## src/rtl/uart_pkg.sv

```systemverilog
// uart_pkg: definitions shared by the UART TX framer and the future RX block.
//   PAR_*      : cfg_parity encodings (2'b11 behaves as none)
//   tx_state_e : transmit state machine encoding
//   parity_en  : 1 when a parity mode inserts a parity bit
package uart_pkg;

    localparam logic [1:0] PAR_NONE = 2'b00;
    localparam logic [1:0] PAR_ODD  = 2'b01;
    localparam logic [1:0] PAR_EVEN = 2'b10;

    typedef enum logic [2:0] {
        StIdle,
        StStart,
        StData,
        StParity,
        StStop
    } tx_state_e;

    function automatic logic parity_en(input logic [1:0] mode);
        return (mode == PAR_ODD) || (mode == PAR_EVEN);
    endfunction

endpackage

```

## src/rtl/uart_baud_tick.sv

```systemverilog
// uart_baud_tick: bit-period down-counter.
//   i_clk, i_rst_n : clock, asynchronous active-low reset
//   i_load         : load i_load_val (takes priority over counting)
//   i_load_val     : clocks per bit minus 1
//   i_en           : count enable
//   o_bit_end      : high during the last clock of the current bit period
//   o_count        : current count, lets the user anticipate o_bit_end
module uart_baud_tick #(
    parameter int unsigned DIV_W = 16
) (
    input  logic             i_clk,
    input  logic             i_rst_n,
    input  logic             i_load,
    input  logic [DIV_W-1:0] i_load_val,
    input  logic             i_en,
    output logic             o_bit_end,
    output logic [DIV_W-1:0] o_count
);

    logic [DIV_W-1:0] r_count;

    // Saturates at zero so an unreloaded counter never wraps to the max value.
    always_ff @(posedge i_clk or negedge i_rst_n) begin
        if (!i_rst_n) begin
            r_count <= '0;
        end else if (i_load) begin
            r_count <= i_load_val;
        end else if (i_en && (r_count != '0)) begin
            r_count <= r_count - DIV_W'(1);
        end
    end

    assign o_bit_end = i_en && (r_count == '0);
    assign o_count   = r_count;

endmodule

```

## src/rtl/uart_tx_framer.sv

```systemverilog
// uart_tx_framer: UART transmit framer with runtime divider, parity and stop bits.
//   tx_clk, tx_rst_n : clock, asynchronous active-low reset
//   cfg_div          : clocks per bit minus 1
//   cfg_parity       : 00/11 none, 01 odd, 10 even
//   cfg_stop2        : 1 = two stop bits
//   s_valid, s_data  : producer word, accepted when s_valid && s_ready
//   s_ready          : high in idle and in the final clock of the last stop bit
//   tx_line          : serial output, idle high
//   tx_busy          : frame in progress
//   tx_done          : one-cycle pulse after the last stop bit
module uart_tx_framer
    import uart_pkg::*;
#(
    parameter int unsigned DATA_W = 8,
    parameter int unsigned DIV_W  = 16
) (
    input  logic              tx_clk,
    input  logic              tx_rst_n,
    input  logic [DIV_W-1:0]  cfg_div,
    input  logic [1:0]        cfg_parity,
    input  logic              cfg_stop2,
    input  logic              s_valid,
    input  logic [DATA_W-1:0] s_data,
    output logic              s_ready,
    output logic              tx_line,
    output logic              tx_busy,
    output logic              tx_done
);

    localparam int unsigned     IdxW    = (DATA_W > 1) ? $clog2(DATA_W) : 1;
    localparam logic [IdxW-1:0] LastIdx = IdxW'(DATA_W - 1);

    tx_state_e         r_state;
    logic [DATA_W-1:0] r_data;
    logic [DATA_W-1:0] r_shift;
    logic [DIV_W-1:0]  r_div;
    logic [1:0]        r_par;
    logic              r_stop2;
    logic [IdxW-1:0]   r_bit_idx;
    logic              r_stop_idx;
    logic              r_line;
    logic              r_busy;
    logic              r_done;
    logic              r_ready;

    logic              w_accept;
    logic              w_bit_end;
    logic [DIV_W-1:0]  w_count;
    logic              w_last_stop;
    logic              w_frame_end;
    logic              w_load;
    logic [DIV_W-1:0]  w_load_val;
    logic              w_parity;
    logic              w_div_zero;

    assign w_accept    = s_valid && r_ready;
    assign w_last_stop = (r_state == StStop) && (r_stop_idx == r_stop2);
    assign w_frame_end = w_last_stop && w_bit_end;
    assign w_load      = w_accept || (w_bit_end && !w_frame_end);
    assign w_load_val  = w_accept ? cfg_div : r_div;
    assign w_parity    = (r_par == PAR_ODD) ? ~^r_data : ^r_data;
    assign w_div_zero  = (r_div == '0);

    uart_baud_tick #(
        .DIV_W(DIV_W)
    ) u_baud (
        .i_clk      (tx_clk),
        .i_rst_n    (tx_rst_n),
        .i_load     (w_load),
        .i_load_val (w_load_val),
        .i_en       (r_state != StIdle),
        .o_bit_end  (w_bit_end),
        .o_count    (w_count)
    );

    // r_ready is registered, so it is raised one clock early: it must be high exactly
    // in the clock where the last stop bit ends (counter at zero).
    always_ff @(posedge tx_clk or negedge tx_rst_n) begin
        if (!tx_rst_n) begin
            r_state    <= StIdle;
            r_data     <= '0;
            r_shift    <= '0;
            r_div      <= '0;
            r_par      <= PAR_NONE;
            r_stop2    <= 1'b0;
            r_bit_idx  <= '0;
            r_stop_idx <= 1'b0;
            r_line     <= 1'b1;
            r_busy     <= 1'b0;
            r_done     <= 1'b0;
            r_ready    <= 1'b1;
        end else begin
            r_done  <= 1'b0;
            r_ready <= 1'b0;
            if (w_accept) begin
                // Idle start or back-to-back start from the final stop clock.
                r_data  <= s_data;
                r_shift <= s_data;
                r_div   <= cfg_div;
                r_par   <= cfg_parity;
                r_stop2 <= cfg_stop2;
                r_state <= StStart;
                r_line  <= 1'b0;
                r_busy  <= 1'b1;
                r_done  <= (r_state == StStop);
            end else begin
                unique case (r_state)
                    StIdle: begin
                        r_ready <= 1'b1;
                        r_line  <= 1'b1;
                        r_busy  <= 1'b0;
                    end
                    StStart: begin
                        if (w_bit_end) begin
                            r_state   <= StData;
                            r_bit_idx <= '0;
                            r_line    <= r_shift[0];
                        end
                    end
                    StData: begin
                        if (w_bit_end) begin
                            if (r_bit_idx != LastIdx) begin
                                r_bit_idx <= r_bit_idx + IdxW'(1);
                                r_shift   <= r_shift >> 1;
                                r_line    <= r_shift[1];
                            end else if (parity_en(r_par)) begin
                                r_state <= StParity;
                                r_line  <= w_parity;
                            end else begin
                                r_state    <= StStop;
                                r_stop_idx <= 1'b0;
                                r_line     <= 1'b1;
                                r_ready    <= !r_stop2 && w_div_zero;
                            end
                        end
                    end
                    StParity: begin
                        if (w_bit_end) begin
                            r_state    <= StStop;
                            r_stop_idx <= 1'b0;
                            r_line     <= 1'b1;
                            r_ready    <= !r_stop2 && w_div_zero;
                        end
                    end
                    StStop: begin
                        if (w_frame_end) begin
                            r_state <= StIdle;
                            r_line  <= 1'b1;
                            r_busy  <= 1'b0;
                            r_done  <= 1'b1;
                            r_ready <= 1'b1;
                        end else if (w_bit_end) begin
                            r_stop_idx <= 1'b1;
                            r_ready    <= w_div_zero;
                        end else begin
                            r_ready <= w_last_stop && (w_count == DIV_W'(1));
                        end
                    end
                    default: begin
                        r_state <= StIdle;
                        r_line  <= 1'b1;
                        r_busy  <= 1'b0;
                    end
                endcase
            end
        end
    end

    assign s_ready = r_ready;
    assign tx_line = r_line;
    assign tx_busy = r_busy;
    assign tx_done = r_done;

endmodule

```

## config.mk

```make
export PLATFORM = sky130hd
export DESIGN_NAME = uart_tx_framer
export DESIGN_NICKNAME = d
export VERILOG_FILES = /design/src/rtl/uart_pkg.sv /design/src/rtl/uart_baud_tick.sv /design/src/rtl/uart_tx_framer.sv
export SDC_FILE = /design/constraint.sdc
export NUM_CORES = 1
export LEC_CHECK = 0
export ABC_AREA = 1
export BUFFER_PORTS_ARGS = -buffer_cell sky130_fd_sc_hd__buf_4
export CAP_MARGIN = 30
export CORE_AREA = 2 2 120 122
export DETAILED_ROUTE_END_ITERATION = 8
export DIE_AREA = 0 0 122 124
export MAX_ROUTING_LAYER = met4
export PLACE_DENSITY = 0.37
export SLEW_MARGIN = 20
export SYNTH_ARGS = -nofsm -noshare
export SYNTH_HDL_FRONTEND = slang
export SYNTH_SLANG_ARGS = --single-unit
```

## constraint.sdc

```tcl
create_clock -name tx_clk -period 1.85 [get_ports tx_clk]
set_input_delay 0 -clock tx_clk [delete_from_list [all_inputs] [get_ports tx_clk]]
set_output_delay 0 -clock tx_clk [all_outputs]
set_load 0.02 [all_outputs]
```

==> results of run 1 <==
## report_power, final
group          total, mW  internal (mW)  switching, mW
sequential          2.31           1.95          0.358
clock               1.57          0.970          0.598
combinational       3.54           1.43           2.11
## flip-flops by register name, indices dropped and copies added, names as in the netlist
name            cells
u_baud.o_count     16
r_par               2
r_shift             8
r_state             3
tx_line             1
tx_busy             1
r_bit_idx           3
tx_done             1
r_stop_idx          1
r_div              16
s_ready             1
r_data              8
r_stop2             1
## synth_stat cells
cell,number,share of area [%]
o21ai_0,42,6.2
or2_2,2,0.37
nor2_4,2,0.66
nor4_1,2,0.37
nor2_2,2,0.37
xnor2_1,5,1.3
nand4_1,6,1.1
nand3_1,22,3.2
nand2_2,2,0.37
inv_2,2,0.22
dfrtp_1,60,44
nor3_1,5,0.74
dfstp_2,2,1.5
a31oi_1,1,0.18
buf_1,1,0.11
xor2_1,7,1.8
nand3_2,4,1.2
buf_6,3,0.99
nor3_2,1,0.29
inv_1,52,5.7
o21bai_1,1,0.22
nor3_4,1,0.48
a21oi_1,9,1.3
o21ai_2,2,0.52
nor2_1,36,4.0
ha_1,6,2.2
o22ai_1,2,0.37
o21ai_1,2,0.29
clkbuf_1,6,0.66
nand2_1,166,18
nand2_4,2,0.66
## worst max-delay path, stage by stage, from the launching register on
cell and delay, ps:
dfrtp_2 440, nor2_4 150, nand2_1 110, inv_1 90
nand2_1 80, nand4_1 80, buf_4 150, nand2_2 110
nor2_4 240, nand2_1 80, nand3_1 90
## cell families (layout without fill, tap and decap cells)
logic type / after synthesis / in the layout
adders and majority gates: 6 / 6
and+or+nand+nor: 253 / 254
DFF: 62 / 62
buffers and inverters: 64 / 166
AOI/OAI and AO/OA: 59 / 59
xor gates and xnor gates: 12 / 12
## cell type report
type | instances | share of cell area (%)
clock inverters | 1 | 0.1056
well taps | 180 | 4.753
repair buffers | 97 | 17.90
flip-flops and latches | 62 | 32.85
inverters | 54 | 4.278
multi-input cells | 331 | 34.54
clock buffers | 14 | 5.572
## repair_timing
| item | 4_1_cts | 5_1_grt |
|---|---|---|
| hold endpoints to repair | 91 | 0 |
| endpoints found under the setup margin | 0 | 23 |
| resized for setup | 0 | 18 |
| buffers inserted | 0 | 5 |
| hold buffers | 28 | 0 |
## layout by cell type, fill, tap and decap left out, types with 4 or more instances in the layout
master / n
a21oi_1: 9
buf_12: 4
buf_4: 65
clkbuf_16: 9
dfrtp_1: 58
dlygate4sd3_1: 28
ha_1: 6
inv_1: 50
inv_2: 4
nand2_1: 164
nand2_2: 5
nand3_1: 21
nand3_2: 5
nand4_1: 6
nor2_1: 31
nor2_2: 5
nor2_4: 4
o21ai_0: 41
xnor2_1: 5
xor2_1: 7
## layer usage
| metal | share of wire [%] | vias up | wire length (µm) | GRT usage (%) |
|---|---|---|---|---|
| met3 | 3.5 | 11 | 321 | 3.709 |
| met2 | 42 | 45 | 3872 | 20.04 |
| met4 | 2.2 | 0 | 204 | 6.034 |
| li1 | - | 1637 | - | - |
| met5 | 0 | - | 0 | - |
| met1 | 53 | 1419 | 4879 | 19.05 |
## final timing paths
check,end,slack [ps],start
worst min-delay path,tx_busy$_DFFE_PN0P_,110,s_valid
worst min register to register,tx_line$_DFFE_PN1P_,470,tx_line$_DFFE_PN1P_
min in group asynchronous,tx_busy$_DFFE_PN0P_,210,tx_rst_n
max in group asynchronous,s_ready$_DFF_PN1_,1330,tx_rst_n
worst max register to register,u_baud.o_count[4]$_DFFE_PN0P_,160,r_state[1]$_DFFE_PN0P_
worst max-delay path,u_baud.o_count[4]$_DFFE_PN0P_,160,r_state[1]$_DFFE_PN0P_
## metrics by stage
step	util [%]	power, mW	hold WS (ps)	instances
2_1_floorplan	-	4.522	-295.6	456
4_1_cts	33.84	7.416	101.9	733
6_report	34.54	7.419	114.9	739
3_3_place_gp	29.84	5.742	32.28	690
3_5_place_dp	29.84	5.734	35.79	690
5_1_grt	34.54	8.157	137.2	739
==> reports/qor.tcl, run 1 <==
set qor(grt.overflow.total) 0
set qor(grt_max_degree) 63
set qor(max-cap-violations) 0
set qor(num-nets-final) 591
set qor(yosys.cell_types.count) 31
set qor(drt_drc_violations_left) 0
set qor(coreArea_um2) 13720
set qor(placed_area_um2) 4094
set qor(post_place_worst_slack_ps) 32.76
set qor(synthCells) 456
set qor(grt_setup_unrepaired) {yes}
set qor(post-route-period-util_pct) 91.59
set qor(clock_tree.root_cell) {clkbuf_16}
set qor(global_route.usage.total_pct) 14.16
set qor(finalWeightedCongestion) 0.8299
set qor(rows) 43
set qor(worst_setup_hold_path_clk_slew_ps) 50
set qor(critPathLaunchType) {flip-flop}
set qor(synthesis.nets) 492
set qor(p_per_area_nw_per_um2) 1566
set qor(skew_ps) 5.799
set qor(timing.critical_path.to_type) {flip-flop}
set qor(layout.filler_cells) 1473
set qor(final-setup-viol-count) 0
set qor(drt_first_pass_iters) 5
set qor(detailedPlacementHpwl_um) 6431
set qor(ys_ff_latch) 62
set qor(ctsHtreeMaxLevel) 3
set qor(synth-xor-area-share_pct) 3.093
set qor(timing_worst_setup_path_type) {flip-flop to flip-flop}
set qor(whs_path_depth) 4
set qor(seqCellArea_um2) 1556
set qor(grt_pass1_vias) 3179
set qor(worst_path_required_time_ps) 2120
set qor(initial_core_util_pct) 24.77
set qor(worst_ir_drop_vdd_mv) 0.4842
set qor(route.antenna.remaining_nets) 0
set qor(multi_input_comb_area_um2) 1637
set qor(compound_gate_portion_of_the_synthesized_area_pct) 9.094
set qor(worst-slew-pin-transition_ps) 409.1
set qor(antenna_cells) 0
set qor(routed_wl_um) 9277
set qor(die_width_um) 122
set qor(ys.warnings.count) 0
set qor(timing.final.max_slew_violations) 0
set qor(dieHeight_um) 124
set qor(pin_count) 34
set qor(antenna_found_initial) 0
set qor(timing.max_slew.rel_slack_pct) 72.48
set qor(worst_ep_arrival_time_ps) 1970
set qor(synth-adder-area-share_pct) 2.209
set qor(tritoncts) {yes}
set qor(cts.path.max_buffers) 2
set qor(drive_gt1_share_pct) 21.11
set qor(synth_simple_gate_area_share_pct) 32.14
set qor(max_freq_mhz) 590.2
set qor(final_period_minus_worst_setup_slack_ps) 1694
set qor(areaGrowthSynthToFinish_pct) 39.43
set qor(finalHoldViolCount) 0
set qor(post_drt_via_cell_ratio) 4.211
set qor(dominant_combinational_cell_family_by_area_after_synthesis) {simple AND/OR/NAND/NOR gates}
set qor(power.leakage_nw) 2.351
set qor(clk_latency_ps) 340
set qor(port-buffer-count) 33
set qor(outcome) {complete, no violations}
set qor(fin_ws_ps) 155.7
set qor(average_wire_per_cell_in_the_routed_design_um) 12.55
set qor(syn-mean-instance-area_um2) 7.452
set qor(drt_first_iter_violations) 159
set qor(yosysSeqAreaShare_pct) 45.73
set qor(mappedNetlistArea_um2) 3398
set qor(hp-class) {input port to flip-flop}
set qor(fin_area_um2) 4738
set qor(share_of_synthesized_area_spent_on_multiplexers_pct) 0
set qor(clock_sinks) 62
set qor(die_area_um2) 15130
set qor(cts_made_buffers) 9
set qor(route.vias.total) 3112
set qor(global_route_wire_length_before_repair_um) 15700
set qor(setup-tns-final_ps) 0
set qor(cp_max_fo) 8
set qor(length_in_cells_of_the_worst_reg_to_reg_path) 10
No activity file was read; power rests on OpenSTA's default activity.
==> run 2: changes to the inputs <==
- CORE_AREA: 2 2 120 122 -> 2 2 79 81
- DIE_AREA: 0 0 122 124 -> 0 0 81 83
- PLACE_DENSITY: 0.37 -> 0.76
==> reports/qor.tcl, run 2 (synthesis results as in run 1) <==
set qor(setup-tns-final_ps) -141.9 ;# was 0 ps
set qor(num-nets-final) 579 ;# was 591
set qor(pin_count) 34 ;# unchanged
set qor(route.antenna.remaining_nets) 0 ;# unchanged
set qor(ff2ff_setup_slack_ps) -60 ;# was 160 ps
set qor(cells_along_the_critical_path) {nor2_2 -> nand2_2 -> nor3_4 -> nand4_1 -> nand2_4 -> buf_12 -> clkinv_8 -> nand3_1 -> nand3_2} ;# was nor2_4 -> nand2_1 -> inv_1 -> nand2_1 -> nand4_1 -> buf_4 -> nand2_2 -> nor2_4 -> nand2_1 -> nand3_1
set qor(timing.final.max_slew_violations) 0 ;# unchanged
set qor(worst_ep_arrival_time_ps) 2140 ;# was 1970 ps
set qor(cp_max_fo) 7 ;# was 8
set qor(skew_ps) 13.99 ;# was 5.799 ps
set qor(fin_ws_ps) -57.16 ;# was 155.7 ps
set qor(port-buffer-count) 33 ;# unchanged
set qor(routed_wl_um) 8373 ;# was 9277 µm
set qor(slowest_stage_cell_crit_path) {dfrtp_1} ;# was dfrtp_2
set qor(global_route.usage.total_pct) 25.96 ;# was 14.16%
set qor(global_route_wire_length_before_repair_um) 13210 ;# was 15700 µm
set qor(worst_ir_drop_vdd_mv) 1.006 ;# was 0.4842 mV
set qor(critical_path.top_delay_family) {simple AND/OR/NAND/NOR gates} ;# unchanged
set qor(worst_path_required_time_ps) 2090 ;# was 2120 ps
set qor(average_wire_per_cell_in_the_routed_design_um) 13.44 ;# was 12.55 µm
set qor(initial_core_util_pct) 58.43 ;# was 24.77%
set qor(final.hold.worst_slack_ps) 150.3 ;# was 114.9 ps
set qor(drive_gt1_share_pct) 21.35 ;# was 21.11%
set qor(worst_setup_hold_path_clk_slew_ps) 70 ;# was 50 ps
set qor(failing_checks) {setup timing}
set qor(fin_area_um2) 4489 ;# was 4738 µm²
set qor(worst-slew-pin-transition_ps) 764.3 ;# was 409.1 ps
set qor(place.detailed.instances) 566 ;# was 690
set qor(drt_drc_violations_left) 0 ;# unchanged
set qor(tritoncts) {yes} ;# unchanged
set qor(final_cell_mix) {nand2_1 (162), dfrtp_1 (60), buf_4 (53)} ;# was nand2_1 (164), buf_4 (65), dfrtp_1 (58)
set qor(final-setup-viol-count) 5 ;# was 0
set qor(path_buf_inv) 2 ;# unchanged
set qor(power.leakage_nw) 2.284 ;# was 2.351 nW
set qor(grt.overflow.total) 0 ;# unchanged
set qor(dieHeight_um) 83 ;# was 124 µm
set qor(timing.critical_path.to_type) {flip-flop} ;# unchanged
set qor(rows) 28 ;# was 43
set qor(finish.utilization_pct) 77.19 ;# was 34.54%
set qor(drt_first_iter_violations) 240 ;# was 159
set qor(antenna_cells) 0 ;# unchanged
set qor(areaGrowthSynthToFinish_pct) 32.11 ;# was 39.43%
set qor(layout.cells.most_common) {nand2_1} ;# unchanged
set qor(die_area_um2) 6723 ;# was 15130 µm²
set qor(grt_max_degree) 63 ;# unchanged
set qor(post_drt_via_cell_ratio) 5.283 ;# was 4.211
set qor(finish.cell_count_without_fillers) 623 ;# was 739
set qor(max_freq_mhz) 524.3 ;# was 590.2 MHz
set qor(post_place_worst_slack_ps) 36.33 ;# was 32.76 ps
set qor(clock_sinks) 62 ;# unchanged
set qor(timing_worst_setup_path_type) {flip-flop to flip-flop} ;# unchanged
set qor(post-route-period-util_pct) 103.1 ;# was 91.59%
set qor(critPathLaunchType) {flip-flop} ;# unchanged
set qor(drt_first_pass_iters) 4 ;# was 5
set qor(grt_pass1_vias) 3103 ;# was 3179
set qor(clk_latency_ps) 350 ;# was 340 ps
set qor(finalWeightedCongestion) 0.8999 ;# was 0.8299
set qor(p_per_area_nw_per_um2) 1562 ;# was 1566 nW/µm²
set qor(coreArea_um2) 5816 ;# was 13720 µm²
set qor(fin_total_pwr_mw) 7.012 ;# was 7.419 mW
set qor(final_period_minus_worst_setup_slack_ps) 1907 ;# was 1694 ps
set qor(antenna_found_initial) 0 ;# unchanged
set qor(ctsHtreeMaxLevel) 3 ;# unchanged
set qor(outcome) {finished with violations} ;# was complete, no violations
set qor(die_width_um) 81 ;# was 122 µm
set qor(finalHoldViolCount) 0 ;# unchanged
set qor(max-cap-violations) 0 ;# unchanged
set qor(detailedPlacementHpwl_um) 5114 ;# was 6431 µm
set qor(cts.path.max_buffers) 2 ;# unchanged
set qor(cts_made_buffers) 9 ;# unchanged
set qor(hp-class) {input port to flip-flop} ;# unchanged
set qor(crit_path_max_incr_delay_ps) 420 ;# was 440 ps
set qor(route.vias.total) 3291 ;# was 3112
set qor(placed_area_um2) 3782 ;# was 4094 µm²
set qor(clock_tree.root_cell) {clkbuf_8} ;# was clkbuf_16
set qor(grt_setup_unrepaired) {yes} ;# unchanged
set qor(timing.max_slew.rel_slack_pct) 49.05 ;# was 72.48%
-- run 2: power breakdown --
part | switching, mW | total (mW) | leakage, nW | internal (mW)
Combinational | 2.11 | 3.46 | 1.41 | 1.35
Clock | 0.566 | 1.19 | 0.0996 | 0.625
Sequential | 0.415 | 2.36 | 0.778 | 1.95
Total | 3.09 | 7.01 | 2.28 | 3.92
-- run 2: worst register-to-register path: stages (launching register included) --
cell      delay [ps]
dfrtp_1          420
nor2_2           170
nand2_2           90
nor3_4           290
nand4_1          240
nand2_4          210
buf_12           150
clkinv_8          60
nand3_1           80
nand3_2           70
-- run 2: path summary, 6_finish.rpt --
| path | startpoint | to | depth (start not counted) |
|---|---|---|---|
| hold / removal | s_valid | tx_busy$_DFFE_PN0P_ | 4 |
| max in group asynchronous | tx_rst_n | u_baud.o_count[2]$_DFFE_PN0P_ | 2 |
| setup / recovery | u_baud.o_count[9]$_DFFE_PN0P_ | u_baud.o_count[12]$_DFFE_PN0P_ | 9 |
| min in group asynchronous | tx_rst_n | tx_busy$_DFFE_PN0P_ | 2 |
| setup reg to reg | u_baud.o_count[9]$_DFFE_PN0P_ | u_baud.o_count[12]$_DFFE_PN0P_ | 9 |
| hold reg to reg | tx_line$_DFFE_PN1P_ | tx_line$_DFFE_PN1P_ | 2 |
-- run 2: what timing repair did --
item	in CTS	in global routing
setup endpoints to repair	0	27
endpoints found under the hold margin	91	0
hold buffers	28	0
setup buffers	0	12
resized for setup	0	38
-- run 2: layout make-up --
class                           count  area [µm²]
Multi-Input combinational cell    330        1669
Sequential cell                    62        1554
Fill cell                         418        1326
Timing Repair Buffer               85       740.7
Inverter                           54       222.7
Clock buffer                        9       123.9
Tap cell                           75       93.84
Clock inverter                      7       73.82
Timing Repair inverter              1       11.26
-- run 2: routing by layer --
metal	global-route usage, %	wire (µm)
met1	34.10	3788
met2	39.67	3935
met3	4.022	462
met4	11.56	187
met5	-	0
==> run 3: changes to the inputs <==
- RECOVER_POWER: unset -> 100
- SLEW_MARGIN: 20 -> unset
==> reports/qor.tcl, run 3 (synthesis results as in run 1) <==
set qor(outcome) {finished with violations} ;# unchanged
set qor(failing_checks) {setup timing} ;# unchanged
set qor(die_width_um) 81 ;# unchanged
set qor(num-nets-final) 579 ;# unchanged
set qor(critical_path.reg2reg.startpoint) {u_baud.o_count[9]$_DFFE_PN0P_} ;# unchanged
set qor(clock_sinks) 62 ;# unchanged
set qor(grt_pass1_vias) 3103 ;# unchanged
set qor(port-buffer-count) 33 ;# unchanged
set qor(critPathLaunchType) {flip-flop} ;# unchanged
set qor(antenna_cells) 0 ;# unchanged
set qor(ff2ff_setup_slack_ps) -60 ;# about the same
set qor(power.leakage_nw) 2.275 ;# was 2.284 nW
set qor(antenna_found_initial) 0 ;# unchanged
set qor(pin_count) 34 ;# unchanged
set qor(cells_along_the_critical_path) {nor2_2 -> nand2_2 -> nor3_4 -> nand4_1 -> nand2_4 -> buf_12 -> clkinv_8 -> nand3_1 -> nand3_2} ;# unchanged
set qor(clock_tree.root_cell) {clkbuf_8} ;# unchanged
set qor(grt.overflow.total) 0 ;# unchanged
set qor(worst_ep_arrival_time_ps) 2150 ;# was 2140 ps
set qor(post_drt_via_cell_ratio) 5.238 ;# was 5.283
set qor(final_period_minus_worst_setup_slack_ps) 1914 ;# was 1907 ps
set qor(finalHoldViolCount) 0 ;# unchanged
set qor(cp_max_fo) 7 ;# unchanged
set qor(p_per_area_nw_per_um2) 1561 ;# was 1562 nW/µm²
set qor(initial_core_util_pct) 58.43 ;# unchanged
set qor(global_route.usage.total_pct) 25.96 ;# unchanged
set qor(worst_ir_drop_vdd_mv) 1.002 ;# was 1.006 mV
set qor(whs_path_depth) 4 ;# unchanged
set qor(skew_ps) 13.00 ;# was 13.99 ps
set qor(areaGrowthSynthToFinish_pct) 31.81 ;# was 32.11%
set qor(final-setup-viol-count) 5 ;# unchanged
set qor(cts.path.max_buffers) 2 ;# unchanged
set qor(route.antenna.remaining_nets) 0 ;# unchanged
set qor(reg2reg_to) {u_baud.o_count[12]$_DFFE_PN0P_} ;# unchanged
set qor(route.vias.total) 3263 ;# was 3291
set qor(tritoncts) {yes} ;# unchanged
set qor(post-route-period-util_pct) 103.4 ;# was 103.1%
set qor(finalWeightedCongestion) 0.8999 ;# unchanged
set qor(layout.filler_cells) 421 ;# was 418
set qor(final.hold.worst_slack_ps) 151.7 ;# was 150.3 ps
set qor(ctsHtreeMaxLevel) 3 ;# unchanged
set qor(worstHoldEndpoint) {tx_busy$_DFFE_PN0P_} ;# unchanged
set qor(routed_wl_um) 8378 ;# was 8373 µm
set qor(coreArea_um2) 5816 ;# unchanged
set qor(drt_first_pass_iters) 5 ;# was 4
set qor(worst_setup_hold_path_clk_slew_ps) 70 ;# about the same
set qor(cts_made_buffers) 9 ;# unchanged
set qor(placed_area_um2) 3782 ;# unchanged
set qor(fin_ws_ps) -63.52 ;# was -57.16 ps
set qor(max-cap-violations) 0 ;# unchanged
set qor(hold_start) {s_valid} ;# unchanged
set qor(clk_latency_ps) 350 ;# about the same
set qor(layout.cells.most_common) {nand2_1} ;# unchanged
set qor(worst_path_required_time_ps) 2080 ;# was 2090 ps
set qor(timing.max_slew.rel_slack_pct) 0.9718 ;# was 49.05%
set qor(drive_gt1_share_pct) 20.62 ;# was 21.35%
set qor(timing.final.max_slew_violations) 0 ;# unchanged
set qor(slowest_stage_cell_crit_path) {dfrtp_1} ;# unchanged
set qor(max_freq_mhz) 522.6 ;# was 524.3 MHz
set qor(grt_setup_unrepaired) {yes} ;# unchanged
set qor(hp-class) {input port to flip-flop} ;# unchanged
set qor(global_route_wire_length_before_repair_um) 13210 ;# unchanged
set qor(crit_path_max_incr_delay_ps) 430 ;# was 420 ps
set qor(timing.critical_path.to_type) {flip-flop} ;# unchanged
set qor(worst-slew-pin-transition_ps) 1485 ;# was 764.3 ps
set qor(timing_worst_setup_path_type) {flip-flop to flip-flop} ;# unchanged
set qor(average_wire_per_cell_in_the_routed_design_um) 13.45 ;# was 13.44 µm
set qor(grt_max_degree) 63 ;# unchanged
set qor(fin_area_um2) 4479 ;# was 4489 µm²
set qor(die_area_um2) 6723 ;# unchanged
set qor(final_cell_mix) {nand2_1 (162), dfrtp_1 (60), inv_1 (51)} ;# was nand2_1 (162), dfrtp_1 (60), buf_4 (53)
set qor(drt_drc_violations_left) 0 ;# unchanged
set qor(detailedPlacementHpwl_um) 5114 ;# unchanged
set qor(dieHeight_um) 83 ;# unchanged
set qor(rows) 28 ;# unchanged
set qor(length_in_cells_of_the_worst_reg_to_reg_path) 9 ;# unchanged
set qor(drt_first_iter_violations) 225 ;# was 240
==> run 3: cell count changes in the layout (fill, tap and decap cells not counted) <==
cell and change:
buf_4 -3, clkbuf_1 +2, dfstp_1 +2, dfstp_2 -2, clkbuf_2 +1
==> run 3: worst max-delay path by stage <==
stage	from	end	slack, ps	depth (start not counted)
2_1_floorplan	u_baud.o_count[14]$_DFFE_PN0P_	u_baud.o_count[12]$_DFFE_PN0P_	250	9
3_3_place_gp	u_baud.o_count[14]$_DFFE_PN0P_	u_baud.o_count[12]$_DFFE_PN0P_	120	8
3_5_place_dp	u_baud.o_count[14]$_DFFE_PN0P_	u_baud.o_count[12]$_DFFE_PN0P_	40	8
4_1_cts	u_baud.o_count[14]$_DFFE_PN0P_	u_baud.o_count[12]$_DFFE_PN0P_	30	8
5_1_grt	u_baud.o_count[9]$_DFFE_PN0P_	u_baud.o_count[12]$_DFFE_PN0P_	-120	9
6_report	u_baud.o_count[9]$_DFFE_PN0P_	u_baud.o_count[12]$_DFFE_PN0P_	-60	9
==> run 3: repair_timing <==
action                     4_1_cts  5_1_grt
setup endpoints to repair        0       27
buffers inserted                 0       12
gates resized for setup          0       38
hold endpoints to repair        91        0
hold buffers                    28        0
==> run 3: worst max-delay path, delay by kind of cell (launching register included) <==
| kind | cells | cell delay [ps] |
|---|---|---|
| DFF | 1 | 430 |
| buffers and inverters | 2 | 210 |
| and+or+nand+nor | 7 | 1150 |
==> run 3: per-stage QoR <==
| step | cells | total power [mW] | setup TNS [ps] | worst slack [ps] | util (%) |
|---|---|---|---|---|---|
| after global routing | 623 | 7.610 | -1464 | -119.9 | 77.02 |
| after CTS | 610 | 6.598 | 0 | 29.71 | 73.26 |
| after floorplan | 456 | 4.522 | 0 | 246.4 | - |
| final | 623 | 6.991 | -163.6 | -63.52 | 77.02 |
| after detailed placement | 566 | 5.340 | 0 | 36.33 | 65.04 |
| after global placement | 566 | 5.255 | 0 | 117.7 | 65.04 |
==> run 3: final cells by class <==
type	count	area (µm²)	share of cell area, %
sequential	62	1554	34.69
clock buffer	9	123.9	2.765
inverter	54	222.7	4.972
timing repair inverter	1	11.26	0.2514
multi-input combinational	330	1669	37.26
tap	75	93.84	2.095
clock inverter	7	73.82	1.648
timing repair buffer	85	730.7	16.31
==> run 3: metal layers <==
metal	track usage, %	part of all wire (%)	wire length, µm	vias up
met4	11.56	2.6	220	0
met2	39.67	47	3930	106
met1	34.10	46	3858	1524
met5	-	0	0	-
met3	4.022	4.4	370	23
li1	-	-	-	1610
==> run 3: where the power goes <==
part           leakage [nW]  total, mW  internal [mW]  switching, mW
Combinational          1.40       3.45           1.34           2.11
Sequential            0.777       2.36           1.94          0.415
Clock                0.0996       1.19          0.625          0.560
